File: src/rtl/neo_bridge_pkg.sv
// Shared types and defaults for the FPGA<->Neo FMC port bridge.
package neo_bridge_pkg;

  localparam int PKT_W_DEF     = 11;
  localparam int NUM_PORTS_DEF = 3;

  typedef enum logic [1:0] {
    R_IDLE = 2'd0,
    R_REQ  = 2'd1,
    R_REL  = 2'd2
  } rx_state_e;

  typedef enum logic {
    T_WAIT = 1'b0,
    T_ACK  = 1'b1
  } tx_state_e;

endpackage

File: src/rtl/neo_hs_channel.sv
// One bridge port: input synchronisers, RX/TX 4-phase handshake FSMs and TX FIFO.
// Optional stall timeout enabled by NEO_BRIDGE_TIMEOUT_EN.
module neo_hs_channel
  import neo_bridge_pkg::*;
#(
  parameter int PKT_W       = PKT_W_DEF,
  parameter int FIFO_DEPTH  = 4,
  parameter int SYNC_STAGES = 2,
  parameter int ACK_TIMEOUT = 255
) (
  input  logic             clk,
  input  logic             rst,
  input  logic             rx_valid,
  output logic             rx_ready,
  input  logic [PKT_W-1:0] rx_data,
  output logic             rx_req,
  output logic [PKT_W-1:0] rx_packet,
  input  logic             rx_ack,
  input  logic             tx_req,
  input  logic [PKT_W-1:0] tx_in_data,
  output logic             tx_ack,
  output logic             tx_valid,
  input  logic             tx_ready,
  output logic [PKT_W-1:0] tx_data,
  input  logic             err_clr,
  output logic             err_timeout
);

  localparam int AW = (FIFO_DEPTH > 1) ? $clog2(FIFO_DEPTH) : 1;
  localparam int CW = AW + 1;
  localparam logic [CW-1:0] FULL_CNT = CW'(FIFO_DEPTH);

  logic [SYNC_STAGES-1:0] ack_sync, req_sync;
  logic                   ack_s, req_s;

  rx_state_e rx_state;
  tx_state_e tx_state;

  logic [PKT_W-1:0] mem [FIFO_DEPTH];
  logic [AW-1:0]    wr_ptr, rd_ptr;
  logic [CW-1:0]    count;
  logic             push, pop;
  logic             rx_to, tx_to;

  // Synchronise the chip's async handshake lines
  always_ff @(posedge clk) begin
    if (rst) begin
      ack_sync <= '0;
      req_sync <= '0;
    end else begin
      ack_sync <= {ack_sync[SYNC_STAGES-2:0], rx_ack};
      req_sync <= {req_sync[SYNC_STAGES-2:0], tx_req};
    end
  end

  assign ack_s = ack_sync[SYNC_STAGES-1];
  assign req_s = req_sync[SYNC_STAGES-1];

`ifdef NEO_BRIDGE_TIMEOUT_EN
  localparam logic [15:0] TO_LAST = 16'(ACK_TIMEOUT - 1);

  logic [15:0] rx_timer, tx_timer;
  logic        rx_adv, tx_adv;
  logic        err_q;

  // A handshake that completes this cycle is never counted as stalled
  assign rx_adv = ((rx_state == R_REQ) && ack_s) || ((rx_state == R_REL) && !ack_s);
  assign tx_adv = (tx_state == T_ACK) && !req_s;
  assign rx_to  = (rx_state != R_IDLE) && !rx_adv && (rx_timer == TO_LAST);
  assign tx_to  = (tx_state == T_ACK) && !tx_adv && (tx_timer == TO_LAST);

  always_ff @(posedge clk) begin
    if (rst) begin
      rx_timer <= '0;
      tx_timer <= '0;
      err_q    <= 1'b0;
    end else begin
      rx_timer <= (rx_state == R_IDLE || rx_adv || rx_to) ? '0 : rx_timer + 16'd1;
      tx_timer <= (tx_state == T_WAIT || tx_adv || tx_to) ? '0 : tx_timer + 16'd1;
      if (rx_to || tx_to)
        err_q <= 1'b1;
      else if (err_clr)
        err_q <= 1'b0;
    end
  end

  assign err_timeout = err_q;
`else
  logic unused_cfg;

  assign rx_to       = 1'b0;
  assign tx_to       = 1'b0;
  assign err_timeout = 1'b0;
  assign unused_cfg  = err_clr ^ (ACK_TIMEOUT != 0);
`endif

  assign rx_ready = (rx_state == R_IDLE) && !rst;

  always_ff @(posedge clk) begin
    if (rst) begin
      rx_state  <= R_IDLE;
      rx_req    <= 1'b0;
      rx_packet <= '0;
    end else begin
      unique case (rx_state)
        R_IDLE: begin
          if (rx_valid) begin
            rx_packet <= rx_data;
            rx_req    <= 1'b1;
            rx_state  <= R_REQ;
          end
        end
        R_REQ: begin
          if (rx_to) begin
            rx_req   <= 1'b0;
            rx_state <= R_IDLE;
          end else if (ack_s) begin
            rx_req   <= 1'b0;
            rx_state <= R_REL;
          end
        end
        R_REL: begin
          if (rx_to || !ack_s)
            rx_state <= R_IDLE;
        end
        default: begin
          rx_req   <= 1'b0;
          rx_state <= R_IDLE;
        end
      endcase
    end
  end

  // Full check uses the registered count, so a same-cycle pop never frees a slot early
  assign push     = (tx_state == T_WAIT) && req_s && (count != FULL_CNT);
  assign tx_valid = (count != '0);
  assign pop      = tx_valid && tx_ready;
  assign tx_data  = tx_valid ? mem[rd_ptr] : '0;

  always_ff @(posedge clk) begin
    if (rst) begin
      tx_state <= T_WAIT;
      tx_ack   <= 1'b0;
      wr_ptr   <= '0;
      rd_ptr   <= '0;
      count    <= '0;
    end else begin
      unique case (tx_state)
        T_WAIT: begin
          if (push) begin
            tx_ack   <= 1'b1;
            tx_state <= T_ACK;
          end
        end
        T_ACK: begin
          if (tx_to || !req_s) begin
            tx_ack   <= 1'b0;
            tx_state <= T_WAIT;
          end
        end
        default: begin
          tx_ack   <= 1'b0;
          tx_state <= T_WAIT;
        end
      endcase
      if (push)
        wr_ptr <= wr_ptr + AW'(1);
      if (pop)
        rd_ptr <= rd_ptr + AW'(1);
      if (push && !pop)
        count <= count + CW'(1);
      else if (pop && !push)
        count <= count - CW'(1);
    end
  end

  // Storage is data-only; emptiness is tracked by count
  always_ff @(posedge clk) begin
    if (push)
      mem[wr_ptr] <= tx_in_data;
  end

endmodule

File: src/rtl/neo_fmc_port_bridge.sv
// FPGA<->Neo FMC bridge: NUM_PORTS independent handshake channels.
// Optional handshake timeout enabled by NEO_BRIDGE_TIMEOUT_EN.
module neo_fmc_port_bridge
  import neo_bridge_pkg::*;
#(
  parameter int NUM_PORTS   = NUM_PORTS_DEF,
  parameter int PKT_W       = PKT_W_DEF,
  parameter int FIFO_DEPTH  = 4,
  parameter int SYNC_STAGES = 2,
  parameter int ACK_TIMEOUT = 255
) (
  input  logic                            clk,
  input  logic                            rst,
  output logic                            fmc_out_clk,
  output logic                            fmc_out_rst,
  input  logic [NUM_PORTS-1:0]            rx_valid,
  output logic [NUM_PORTS-1:0]            rx_ready,
  input  logic [NUM_PORTS-1:0][PKT_W-1:0] rx_data,
  output logic [NUM_PORTS-1:0]            fmc_out_rx_req,
  output logic [NUM_PORTS-1:0][PKT_W-1:0] fmc_out_rx_packet,
  input  logic [NUM_PORTS-1:0]            fmc_in_rx_ack,
  input  logic [NUM_PORTS-1:0]            fmc_in_tx_req,
  input  logic [NUM_PORTS-1:0][PKT_W-1:0] fmc_in_tx_data,
  output logic [NUM_PORTS-1:0]            fmc_out_tx_ack,
  output logic [NUM_PORTS-1:0]            tx_valid,
  input  logic [NUM_PORTS-1:0]            tx_ready,
  output logic [NUM_PORTS-1:0][PKT_W-1:0] tx_data,
  input  logic                            err_clr,
  output logic [NUM_PORTS-1:0]            err_timeout
);

  assign fmc_out_clk = clk;
  assign fmc_out_rst = rst;

  for (genvar p = 0; p < NUM_PORTS; p++) begin : g_port
    neo_hs_channel #(
      .PKT_W       (PKT_W),
      .FIFO_DEPTH  (FIFO_DEPTH),
      .SYNC_STAGES (SYNC_STAGES),
      .ACK_TIMEOUT (ACK_TIMEOUT)
    ) u_ch (
      .clk         (clk),
      .rst         (rst),
      .rx_valid    (rx_valid[p]),
      .rx_ready    (rx_ready[p]),
      .rx_data     (rx_data[p]),
      .rx_req      (fmc_out_rx_req[p]),
      .rx_packet   (fmc_out_rx_packet[p]),
      .rx_ack      (fmc_in_rx_ack[p]),
      .tx_req      (fmc_in_tx_req[p]),
      .tx_in_data  (fmc_in_tx_data[p]),
      .tx_ack      (fmc_out_tx_ack[p]),
      .tx_valid    (tx_valid[p]),
      .tx_ready    (tx_ready[p]),
      .tx_data     (tx_data[p]),
      .err_clr     (err_clr),
      .err_timeout (err_timeout[p])
    );
  end

endmodule
File: config.mk
export PLATFORM = sky130hd
export DESIGN_NAME = neo_fmc_port_bridge
export DESIGN_NICKNAME = d
export VERILOG_FILES = /design/src/rtl/neo_bridge_pkg.sv /design/src/rtl/neo_hs_channel.sv /design/src/rtl/neo_fmc_port_bridge.sv
export SDC_FILE = /design/constraint.sdc
export NUM_CORES = 1
export LEC_CHECK = 0
export CORE_UTILIZATION = 56
export DETAILED_ROUTE_END_ITERATION = 10
export PLACE_DENSITY = 0.86
export SLEW_MARGIN = 20
export SYNTH_ARGS = -nofsm -noshare
export SYNTH_HDL_FRONTEND = slang
export SYNTH_SLANG_ARGS = --single-unit
File: constraint.sdc
create_clock -name clk -period 3.5 [get_ports clk]
set_clock_uncertainty 0.1 [all_clocks]
set_input_delay 0.7 -clock clk [delete_from_list [all_inputs] [get_ports clk]]
set_output_delay 0.7 -clock clk [all_outputs]
set_load 0.005 [all_outputs]
==> run_results.csv <==
group,metric,value,unit
synthesis,synth.area.top_cells,"edfxtp_1 (46%), dfxtp_1 (20%), mux4_2 (8.6%)",
synthesis,yosysWarnings,0,
die,die_w,126,microns
pwr,vdd_drop_max,0.000372,V
clocking,clk_pin_slew,0.06,ns
pwr,p_per_area,682,mW/mm^2
sta,tightest_slew,0.615,ns
finish,fin_nets,828,
sta,slew_headroom,59.0,%
clocking,cts_resized,0,
placement,dp_hpwl,10.4,mm
finish,final_area,0.0111,sq mm
critical_path,end_kind,"primary output",
route,drtAntennaViolNets,0,
sta,slew_viol_final,0,
finish,finalCoreUtilization,73.3,%
synthesis,yosysUniqueCellTypes,33,
route,drtIter0Drc,188,
grt,grtUsageMet1,23.6,%
synthesis,synth.most_common_cell,"edfxtp_1",
synthesis,synth_top_area_share,45.8,%
sta,setup_viol,0,
critical_path,worstSetupPathType,"clock port to primary output",
finish,drive_gt1_share,12.3,%
critical_path,cp.arrival,2.43,ns
grt,track_usage,20.2,%
outcome,outcome,"finished clean",
route,via_count,4956,
clocking,cts_hold_buf,0,
route,drc,0,
placement,placed_area,0.0103,sq mm
finish,n_antenna_cell,0,
route,via_per_inst,5.31,
grt,grt_max_degree,36,
sta,finalHoldViolCount,0,
job,drv_cap,0,
synthesis,async_flop_share,0,%
sta,setup_tns,0,ns
synthesis,ys.flop_type,"edfxtp_1",
grt,met3_usage,5.10,%
synthesis,netlist_top_cells_count,"edfxtp_1 (132), dfxtp_1 (87), nor2_1 (52), nor2b_1 (46), mux2i_1 (40)",
placement,globalplace.congestion,0.739,
critical_path,cp_data_required_time,2.70,ns
synthesis,synth_top_area_cell,"edfxtp_1",
grt,grtUsageMet2,37.0,%
sta,rsz0062_at_grt,"no",
die,die_h,126,microns
synthesis,yosysSeqAreaShare,66.0,%
synthesis,synthCells,569,
die,core_area,0.0151,sq mm
pwr,total_leakage_power,3.92,nW
critical_path,crit_path_max_fanout,2,
finish,area_growth,28.3,%
synthesis,synth-seq-cells,219,
die,start_util,57.1,%
synthesis,synth_edf_count,132,
critical_path,cp-start-kind,"clock port",
route,wl,15.9,mm
route,drt-pass1-iter-count,4,
grt,grt_pass1_wl,25.4,mm
grt,overflow,0,
sta,worst_hold_slack,0.337,ns
grt,antenna_found_initial,0,
die,core.rowCount,45,
die,dieArea,0.0159,sq mm
min_path,min-delay-path-class,"flop to flop",
die,io_pins,164,
placement,portBuffers,159,
clocking,cts_tree,"yes",
clocking,post_cts_buffers,0,
route,routedWlPerCell,17.0,microns
clocking,clock_latency,0.60,ns
grt,top_usage_layer,"met2",
synthesis,synth_area,0.00865,sq mm
grt,grt_pass1_vias,5131,
synthesis,syn_area_per_cell,15.2,sq um
==> layout make-up <==
cell class	count	area [sq um]
Inverter	19	71.3
Fill cell	921	4050
Multi-Input combinational cell	294	2630
Timing Repair Buffer	169	1660
Sequential cell	219	5710
Clock buffer	37	738
Tap cell	188	235
Clock inverter	7	62.6
==> worst max-delay path, cell delays in order <==
cell             delay [ns]
clkbuf_16              0.12
clkbuf_16              0.13
clkdlybuf4s50_1        0.43
==> cell families (layout without fill, tap and decap cells) <==
| family | count (synthesis) | in the layout | synth area share (%) |
|---|---|---|---|
| AO/OA/AOI/OAI | 32 | 32 | 2.43 |
| multiplexers | 76 | 76 | 13.6 |
| adder cells (fa/ha/maj) | 18 | 18 | 2.86 |
| AND/OR/NAND/NOR | 153 | 153 | 10.1 |
| flip-flops | 219 | 219 | 66.0 |
| other | 1 | 3 | 0.0433 |
| buffers and inverters | 58 | 232 | 3.75 |
| XOR/XNOR | 12 | 12 | 1.22 |
==> layer usage <==
metal | routed length [microns] | part of all wire (%) | up-vias
met2 | 8250 | 52 | 151
met3 | 1010 | 6.4 | 15
met1 | 6410 | 40 | 2433
met5 | 0 | 0 | -
li1 | - | - | 2357
met4 | 176 | 1.1 | 0
==> metrics by stage <==
| step | instances | total power (W) | setup slack, ns |
|---|---|---|---|
| after CTS | 933 | 0.00765 | 0.264 |
| final | 933 | 0.00757 | 0.272 |
| after global routing | 933 | 0.00793 | 0.245 |
| after global placement | 890 | 0.00512 | 0.536 |
| after floorplan | 571 | 0.00429 | 0.839 |
| after detailed placement | 890 | 0.00518 | 0.536 |
==> cells in the final DEF, fill, tap and decap left out, drive strengths merged, types with 8 or more instances in the layout <==
| cell type | netlist | final |
|---|---|---|
| clkdlybuf4s50 | 0 | 158 |
| edfxtp | 132 | 132 |
| dfxtp | 87 | 87 |
| nor2 | 52 | 52 |
| nor2b | 46 | 46 |
| mux2i | 40 | 40 |
| clkbuf | 6 | 36 |
| mux4 | 33 | 33 |
| inv | 19 | 19 |
| ha | 15 | 15 |
| nand2b | 14 | 14 |
| and2 | 12 | 12 |
| a21oi | 12 | 12 |
| buf | 33 | 12 |
| nor3 | 11 | 11 |
| xor2 | 9 | 9 |
| nor3b | 8 | 8 |
==> sequential cells by signal, indices dropped and copies added (netlist names), named ones only <==
name,count
g_port.u_ch.tx_state,3
g_port.u_ch.wr_ptr,6
g_port.u_ch.rx_packet,33
g_port.u_ch.ack_sync,6
g_port.u_ch.rd_ptr,6
g_port.u_ch.tx_ack,3
g_port.u_ch.count,9
g_port.u_ch.req_sync,6
g_port.u_ch.mem,132
g_port.u_ch.rx_state,6
g_port.u_ch.rx_req,3
==> power breakdown <==
group	leakage (nW)	internal, W	total, W	switching (W)
Combinational	1.63	0.00121	0.00202	0.000813
Clock	0.386	0.00153	0.00247	0.000947
Sequential	1.91	0.00291	0.00307	0.000161
Total	3.92	0.00565	0.00757	0.00192
==> worst paths after layout <==
| kind | startpoint | endpoint | slack (ns) | depth (start not counted) |
|---|---|---|---|---|
| max | clk | fmc_out_clk | 0.27 | 3 |
| min | g_port[0].u_ch.ack_sync[0]$_SDFF_PP0_ | g_port[0].u_ch.ack_sync[1]$_SDFF_PP0_ | 0.34 | 1 |
| max reg2reg | g_port[2].u_ch.count[0]$_SDFFE_PP0P_ | g_port[2].u_ch.count[2]$_SDFFE_PP0P_ | 0.98 | 8 |
| min reg2reg | g_port[0].u_ch.ack_sync[0]$_SDFF_PP0_ | g_port[0].u_ch.ack_sync[1]$_SDFF_PP0_ | 0.34 | 1 |
(Power assumes the default switching activity.)
